[config.mk]
export PLATFORM = sky130hd
export DESIGN_NAME = ps2_scancode_sequencer
export DESIGN_NICKNAME = d
export VERILOG_FILES = /design/src/rtl/ps2_scancode_sequencer_pkg.sv /design/src/rtl/ps2_scancode_sequencer_fifo_eventos.sv /design/src/rtl/ps2_scancode_sequencer.sv
export SDC_FILE = /design/constraint.sdc
export NUM_CORES = 1
export LEC_CHECK = 0
export ABC_AREA = 1
export BUFFER_PORTS_ARGS = -buffer_cell sky130_fd_sc_hd__buf_2
export CAP_MARGIN = 20
export CORE_MARGIN = 2
export CORE_UTILIZATION = 30
export CTS_CLUSTER_SIZE = 8
export DETAILED_ROUTE_END_ITERATION = 7
export PLACE_DENSITY_LB_ADDON = 0.15
export REMOVE_ABC_BUFFERS = 1
export SYNTH_ARGS = -nofsm -noshare
export SYNTH_HDL_FRONTEND = slang
export SYNTH_HIERARCHICAL = 1
export SYNTH_SLANG_ARGS = --single-unit
[constraint.sdc]
create_clock -name clk -period 3.2 [get_ports clk]
set_input_delay 0.64 -clock clk [delete_from_list [all_inputs] [get_ports clk]]
set_output_delay 0.64 -clock clk [all_outputs]
set_load 0.005 [all_outputs]
[src/rtl/ps2_scancode_sequencer_pkg.sv]
// Shared constants, FSM state and event record for the PS/2 set-2 scancode sequencer.
package ps2_scancode_sequencer_pkg;

  localparam logic [7:0] SC_EXT    = 8'hE0;
  localparam logic [7:0] SC_BRK    = 8'hF0;
  localparam logic [7:0] SC_PAUSE  = 8'hE1;
  localparam logic [7:0] SC_BAT    = 8'hAA;
  localparam logic [7:0] SC_ACK    = 8'hFA;
  localparam logic [7:0] SC_RESEND = 8'hFE;
  localparam logic [7:0] SC_ERR0   = 8'h00;
  localparam logic [7:0] SC_ERRF   = 8'hFF;
  localparam int         PAUSE_TAIL = 7;

  typedef enum logic [2:0] {
    ST_IDLE    = 3'd0,
    ST_EXT     = 3'd1,
    ST_BRK     = 3'd2,
    ST_EXT_BRK = 3'd3,
    ST_PAUSE   = 3'd4
  } state_t;

  typedef struct packed {
    logic [7:0] codigo;
    logic       suelta;
    logic       extendido;
  } evento_t;

  function automatic logic is_prefix(input logic [7:0] b);
    return (b == SC_EXT) || (b == SC_BRK) || (b == SC_PAUSE);
  endfunction

  // Keyboard status/response bytes that never carry a key code.
  function automatic logic is_ignored(input logic [7:0] b);
    return (b == SC_BAT) || (b == SC_ACK) || (b == SC_RESEND) ||
           (b == SC_ERR0) || (b == SC_ERRF);
  endfunction

endpackage

[src/rtl/ps2_scancode_sequencer_fifo_eventos.sv]
// Synchronous FIFO of 10-bit key events; head is read combinationally from storage.
module fifo_eventos
  import ps2_scancode_sequencer_pkg::*;
#(
  parameter int FIFO_DEPTH = 4
) (
  input  logic       clk,
  input  logic       reset,
  input  logic       push,
  input  logic       pop,
  input  logic [9:0] din,
  output logic [9:0] dout,
  output logic       full,
  output logic       empty
);

  localparam int PTR_W = $clog2(FIFO_DEPTH);
  localparam int CNT_W = PTR_W + 1;

  logic [9:0]       mem_q [FIFO_DEPTH];
  logic [9:0]       mem_d [FIFO_DEPTH];
  logic [PTR_W-1:0] wr_q, wr_d, rd_q, rd_d;
  logic [CNT_W-1:0] cnt_q, cnt_d;
  logic             do_push, do_pop;

  assign full  = (cnt_q == CNT_W'(FIFO_DEPTH));
  assign empty = (cnt_q == '0);
  assign dout  = mem_q[rd_q];

  always_comb begin
    // A pop frees the slot this same cycle, so a full FIFO still accepts the push.
    do_push = push & (~full | pop);
    do_pop  = pop & ~empty;
    mem_d   = mem_q;
    wr_d    = wr_q;
    rd_d    = rd_q;
    cnt_d   = cnt_q;
    if (do_push) begin
      mem_d[wr_q] = din;
      wr_d        = wr_q + PTR_W'(1);
    end
    if (do_pop) begin
      rd_d = rd_q + PTR_W'(1);
    end
    case ({do_push, do_pop})
      2'b10:   cnt_d = cnt_q + CNT_W'(1);
      2'b01:   cnt_d = cnt_q - CNT_W'(1);
      default: cnt_d = cnt_q;
    endcase
  end

  always_ff @(posedge clk) begin
    if (reset) begin
      for (int i = 0; i < FIFO_DEPTH; i++) mem_q[i] <= '0;
      wr_q  <= '0;
      rd_q  <= '0;
      cnt_q <= '0;
    end else begin
      for (int i = 0; i < FIFO_DEPTH; i++) mem_q[i] <= mem_d[i];
      wr_q  <= wr_d;
      rd_q  <= rd_d;
      cnt_q <= cnt_d;
    end
  end

endmodule

[src/rtl/ps2_scancode_sequencer.sv]
// Decodes PS/2 set-2 prefix sequences (E0/F0/E1) into key events, with timeout
// recovery, and hands them to the consumer through an event FIFO.
module ps2_scancode_sequencer
  import ps2_scancode_sequencer_pkg::*;
#(
  parameter int TIMEOUT_CYCLES = 50000,
  parameter int FIFO_DEPTH     = 4
) (
  input  logic       clk,
  input  logic       reset,
  input  logic [7:0] dato_entrada,
  input  logic       rx_listo,
  output logic [7:0] evento_codigo,
  output logic       evento_suelta,
  output logic       evento_extendido,
  output logic       evento_valido,
  input  logic       evento_ack,
  output logic       desborde,
  output logic       error_timeout
);

  localparam int TMO_W = (TIMEOUT_CYCLES > 2) ? $clog2(TIMEOUT_CYCLES) : 1;
  localparam logic [TMO_W-1:0] TMO_LAST = TMO_W'(TIMEOUT_CYCLES - 1);

  state_t           state_q, state_d;
  logic [2:0]       pause_q, pause_d;
  logic [TMO_W-1:0] tmo_q, tmo_d;
  logic             rx_q, rx_d;
  logic             err_q, err_d;
  logic             desborde_q, desborde_d;

  logic             strobe;
  logic             push, pop, fifo_full, fifo_empty;
  evento_t          ev_in, head;
  logic [9:0]       head_raw;

  fifo_eventos #(.FIFO_DEPTH(FIFO_DEPTH)) u_fifo (
    .clk   (clk),
    .reset (reset),
    .push  (push),
    .pop   (pop),
    .din   (ev_in),
    .dout  (head_raw),
    .full  (fifo_full),
    .empty (fifo_empty)
  );

  assign head             = evento_t'(head_raw);
  assign evento_codigo    = head.codigo;
  assign evento_suelta    = head.suelta;
  assign evento_extendido = head.extendido;
  assign evento_valido    = ~fifo_empty;
  assign pop              = evento_ack & ~fifo_empty;
  assign desborde         = desborde_q;
  assign error_timeout    = err_q;

  always_comb begin
    strobe     = rx_listo & ~rx_q;
    rx_d       = rx_listo;
    state_d    = state_q;
    pause_d    = pause_q;
    tmo_d      = tmo_q;
    err_d      = 1'b0;
    push       = 1'b0;
    ev_in      = '{codigo: dato_entrada, suelta: 1'b0, extendido: 1'b0};

    if (strobe) begin
      tmo_d = '0;
      unique case (state_q)
        ST_IDLE: begin
          if (dato_entrada == SC_EXT) begin
            state_d = ST_EXT;
          end else if (dato_entrada == SC_BRK) begin
            state_d = ST_BRK;
          end else if (dato_entrada == SC_PAUSE) begin
            state_d = ST_PAUSE;
            pause_d = 3'(PAUSE_TAIL);
          end else if (!is_ignored(dato_entrada)) begin
            push = 1'b1;
          end
        end
        ST_EXT: begin
          if (dato_entrada == SC_BRK) begin
            state_d = ST_EXT_BRK;
          end else begin
            state_d         = ST_IDLE;
            push            = ~is_prefix(dato_entrada);
            ev_in.extendido = 1'b1;
          end
        end
        ST_BRK: begin
          state_d      = ST_IDLE;
          push         = ~is_prefix(dato_entrada);
          ev_in.suelta = 1'b1;
        end
        ST_EXT_BRK: begin
          state_d         = ST_IDLE;
          push            = ~is_prefix(dato_entrada);
          ev_in.suelta    = 1'b1;
          ev_in.extendido = 1'b1;
        end
        ST_PAUSE: begin
          // Pause tail bytes are consumed blind; E1/F0 inside it are not prefixes.
          pause_d = pause_q - 3'd1;
          if (pause_q == 3'd1) begin
            state_d = ST_IDLE;
            push    = 1'b1;
            ev_in   = '{codigo: SC_PAUSE, suelta: 1'b0, extendido: 1'b1};
          end
        end
        default: state_d = ST_IDLE;
      endcase
    end else if (state_q != ST_IDLE) begin
      if (tmo_q == TMO_LAST) begin
        state_d = ST_IDLE;
        tmo_d   = '0;
        err_d   = 1'b1;
      end else begin
        tmo_d = tmo_q + TMO_W'(1);
      end
    end

    desborde_d = desborde_q | (push & fifo_full & ~pop);
  end

  always_ff @(posedge clk) begin
    if (reset) begin
      state_q    <= ST_IDLE;
      pause_q    <= '0;
      tmo_q      <= '0;
      rx_q       <= 1'b0;
      err_q      <= 1'b0;
      desborde_q <= 1'b0;
    end else begin
      state_q    <= state_d;
      pause_q    <= pause_d;
      tmo_q      <= tmo_d;
      rx_q       <= rx_d;
      err_q      <= err_d;
      desborde_q <= desborde_d;
    end
  end

endmodule

==> insert_results.sql <==
INSERT INTO impl_metrics (metric_group, metric, value, unit) VALUES
('clock_network', 'tritoncts', 'done', ''),
('global_route', 'first_global_vias', '3617', ''),
('clock_network', 'postCtsSetupBuffers', '0', ''),
('cells_and_area', 'most_common_cell_after_layout_fill_and_taps_aside', 'sky130_fd_sc_hd__nand2_1', ''),
('critical_path', 'critical_path_arrival', '2.96', 'ns'),
('critical_path', 'cpLargestDelayFamily', 'simple AND/OR/NAND/NOR gates', ''),
('critical_path', 'timing.critical_path.slowest_cell_delay', '0.43', 'ns'),
('critical_path', 'r2r_cells', '11', ''),
('critical_path', 'worst_setup_path_endpoint', 'u_fifo/mem_q[33]', ''),
('yosys', 'synth.area.top_cells', 'sky130_fd_sc_hd__dfxtp_1 33%, sky130_fd_sc_hd__nand2_1 13%, sky130_fd_sc_hd__inv_1 12%, sky130_fd_sc_hd__nor2_2 6.4%, sky130_fd_sc_hd__nand4_1 5.8%', ''),
('critical_path', 'crit_cells', '12', ''),
('critical_path', 'cpMaxStageDelayCell', 'sky130_fd_sc_hd__buf_4', ''),
('cells_and_area', 'n_fill_cell', '1559', ''),
('pwr', 'combinationalPowerShare', '16.8', '%'),
('yosys', 'synth.yosys.warnings', '6', ''),
('yosys', 'yosys.area.top_type', 'sky130_fd_sc_hd__dfxtp_1', ''),
('clock_network', 'clock_latency', '0.34', 'ns'),
('sta', 'grt_setup_unrepaired', 'no', ''),
('yosys', 'synth_area', '4320', 'µm²'),
('pwr', 'p_sw_share', '28.98', '%'),
('yosys', 'postSynthAreaPerCell', '6.526', 'µm²'),
('yosys', 'ys_dominant_reg_cell', 'sky130_fd_sc_hd__dfxtp_1', ''),
('clock_network', 'post_cts_hold_buffer_count', '0', ''),
('sta', 'max_slew_margin', '48.01', '%'),
('status', 'status', 'finished clean', ''),
('clock_network', 'clock_sink_count', '72', ''),
('global_route', 'grt_antenna_before_repair', '0', ''),
('placement', 'hpwl', '7464', 'µm'),
('die', 'num_rows', '43', ''),
('clock_network', 'clk_path_buf_depth', '2', ''),
('yosys', 'number_of_storage_elements_in_the_synthesis_netlist', '72', ''),
('pwr', 'p_clk_share', '41.0', '%'),
('pwr', 'power.share.sequential', '42.1', '%'),
('yosys', 'synth_largest_type_area_fraction', '33.36', '%'),
('drt', 'detail_route.drc_violations', '0', ''),
('drt', 'detailedRoute.firstPassIterationCount', '4', ''),
('drt', 'drt.antenna.violating_nets', '0', ''),
('sta', 'final_critical_path_setup_slack', '0.5233', 'ns'),
('critical_path', 'critPathMostFrequentCell', 'sky130_fd_sc_hd__nand2_1', ''),
('sta', 'max_freq', '0.3736', 'GHz'),
('sta', 'setup_tns', '0', 'ns'),
('cells_and_area', 'final_core_utilization', '34.63', '%'),
('yosys', 'ys_seq_area_share', '33.36', '%'),
('critical_path', 'regToRegEndpoint', 'u_fifo/mem_q[33]', ''),
('die', 'initial_utilization', '30.89', '%'),
('cells_and_area', 'layout_common_cells', '148 x sky130_fd_sc_hd__nand2_1, 139 x sky130_fd_sc_hd__inv_1, 72 x sky130_fd_sc_hd__dfxtp_1', ''),
('critical_path', 'worst_setup_ep_type', 'register', ''),
('critical_path', 'critPathRequiredTime', '3.48', 'ns'),
('cells_and_area', 'antenna_cells_inserted', '0', ''),
('global_route', 'grt_max_degree', '47', ''),
('critical_path', 'critical_path.startpoint', 'dato_entrada[6]', ''),
('drt', 'postRouteWirelength', '10770', 'µm'),
('pwr', 'irDropWorstVdd', '0.2422', 'mV'),
('global_route', 'grt_remaining_overflow', '0', ''),
('worst_hold_path', 'hp-class', 'register to register', ''),
('drt', 'routed_wire_length_per_instance', '12.50', 'µm'),
('sta', 'transition_at_the_pin_with_the_smallest_max_transition_slack', '0.7787', 'ns'),
('cells_and_area', 'post_route_cells_drive_above_1_share', '17.45', '%'),
('sta', 'worst_hold_slack', '0.4618', 'ns'),
('cells_and_area', 'final_nets', '699', ''),
('placement', 'place.gp.congestion', '0.9002', ''),
('yosys', 'ys_async_sr_fraction', '0', '%'),
('die', 'die_h', '124.0', 'µm'),
('job', 'drv.max_cap_violation_count', '0', ''),
('sta', 'period_share', '83.65', '%'),
('pwr', 'power.density', '473.1', 'nW/µm²'),
('global_route', 'global_route.usage.total', '15.35', '%'),
('yosys', 'netlist_instances', '662', ''),
('clock_network', 'numCtsBuffers', '9', ''),
('critical_path', 'worst-path-buf-inv', '3', ''),
('global_route', 'wire_length_of_the_first_global_routing_pass', '17980', 'µm');
==> kinds of logic (layout without fill, tap and decap cells) <==
| family | after synthesis | in the layout | share of synthesized area, % |
|---|---|---|---|
| AOI/OAI and AO/OA | 75 | 75 | 9.239 |
| xor gates and xnor gates | 5 | 5 | 1.014 |
| adders and majority gates | 9 | 9 | 2.780 |
| buffers and inverters | 167 | 187 | 15.67 |
| DFF | 72 | 72 | 33.36 |
| and+or+nand+nor | 334 | 334 | 37.94 |
==> synthesized netlist by cell type, types with 2 or more instances <==
cell type	count
sky130_fd_sc_hd__nand2_1	148
sky130_fd_sc_hd__inv_1	139
sky130_fd_sc_hd__dfxtp_1	72
sky130_fd_sc_hd__nor2_1	55
sky130_fd_sc_hd__a21oi_1	48
sky130_fd_sc_hd__nor2_2	44
sky130_fd_sc_hd__nand4_1	40
sky130_fd_sc_hd__buf_2	13
sky130_fd_sc_hd__nand3_1	12
sky130_fd_sc_hd__o21ai_0	12
sky130_fd_sc_hd__o21ai_1	9
sky130_fd_sc_hd__ha_1	8
sky130_fd_sc_hd__nor3_1	8
sky130_fd_sc_hd__nor2_4	6
sky130_fd_sc_hd__inv_2	5
sky130_fd_sc_hd__nand2_2	5
sky130_fd_sc_hd__nand3_2	5
sky130_fd_sc_hd__buf_6	4
sky130_fd_sc_hd__clkbuf_1	4
sky130_fd_sc_hd__a31oi_1	3
sky130_fd_sc_hd__nor3_2	3
sky130_fd_sc_hd__or2_2	3
sky130_fd_sc_hd__xnor2_1	3
sky130_fd_sc_hd__xor2_1	2
==> worst min path at each step <==
stage | end | depth (start not counted) | startpoint
4_1_cts | desborde | 2 | desborde
2_1_floorplan | desborde | 2 | desborde
5_1_grt | desborde | 2 | desborde
3_3_place_gp | desborde | 2 | desborde
3_5_place_dp | desborde | 2 | desborde
6_report | desborde | 2 | desborde
==> area by class of cell <==
cell class | instances | area (µm²) | share of cell area [%]
multi-input cells | 423 | 2213 | 45.69
flip-flops and latches | 72 | 1441 | 29.75
inverters | 144 | 540.5 | 11.16
clock buffers | 12 | 256.5 | 5.294
well taps | 180 | 225.2 | 4.649
repair buffers | 28 | 150.1 | 3.099
clock inverters | 3 | 17.52 | 0.3616
==> tightest hold or removal path: cells and delay by family, from the launching register on <==
| kind | cells | cell delay, ns |
|---|---|---|
| AOI/OAI and AO/OA | 1 | 0.05 |
| buffers and inverters | 1 | 0.05 |
| DFF | 1 | 0.31 |
==> metrics by stage <==
stage,instance area [µm²],std cells
global route,4845,862
CTS,4845,862
global placement,4571,847
finish,4845,862
floorplan,4184,639
detailed placement,4571,847
==> flip-flops by register name, summed over array words and instances, names as in the netlist <==
| name | flops |
|---|---|
| desborde | 1 |
| error_timeout | 1 |
| pause_q | 3 |
| rx_q | 1 |
| state_q | 3 |
| tmo_q | 16 |
| u_fifo/cnt_q | 3 |
| u_fifo/mem_q | 40 |
| u_fifo/rd_q | 2 |
| u_fifo/wr_q | 2 |
==> metal layers <==
layer  up-vias  global-route usage [%]  routed length [µm]
met5         -                       0                   0
met4         0                   4.565                 142
met3        10                   3.480                 497
met2        55                   25.00                4856
met1      1727                   20.27                5276
li1       2064                       -                   -
==> power by group through the flow <==
| stage | Combinational, mW | Clock, mW | Sequential [mW] |
|---|---|---|---|
| floorplan | 0.272 | 0 | 0.982 |
| global placement | 0.384 | 0 | 0.984 |
| detailed placement | 0.389 | 0 | 0.985 |
| CTS | 0.392 | 0.976 | 0.965 |
| global route | 0.447 | 1.01 | 0.971 |
| finish | 0.386 | 0.940 | 0.966 |
No activity file was read; power rests on OpenSTA's default activity.
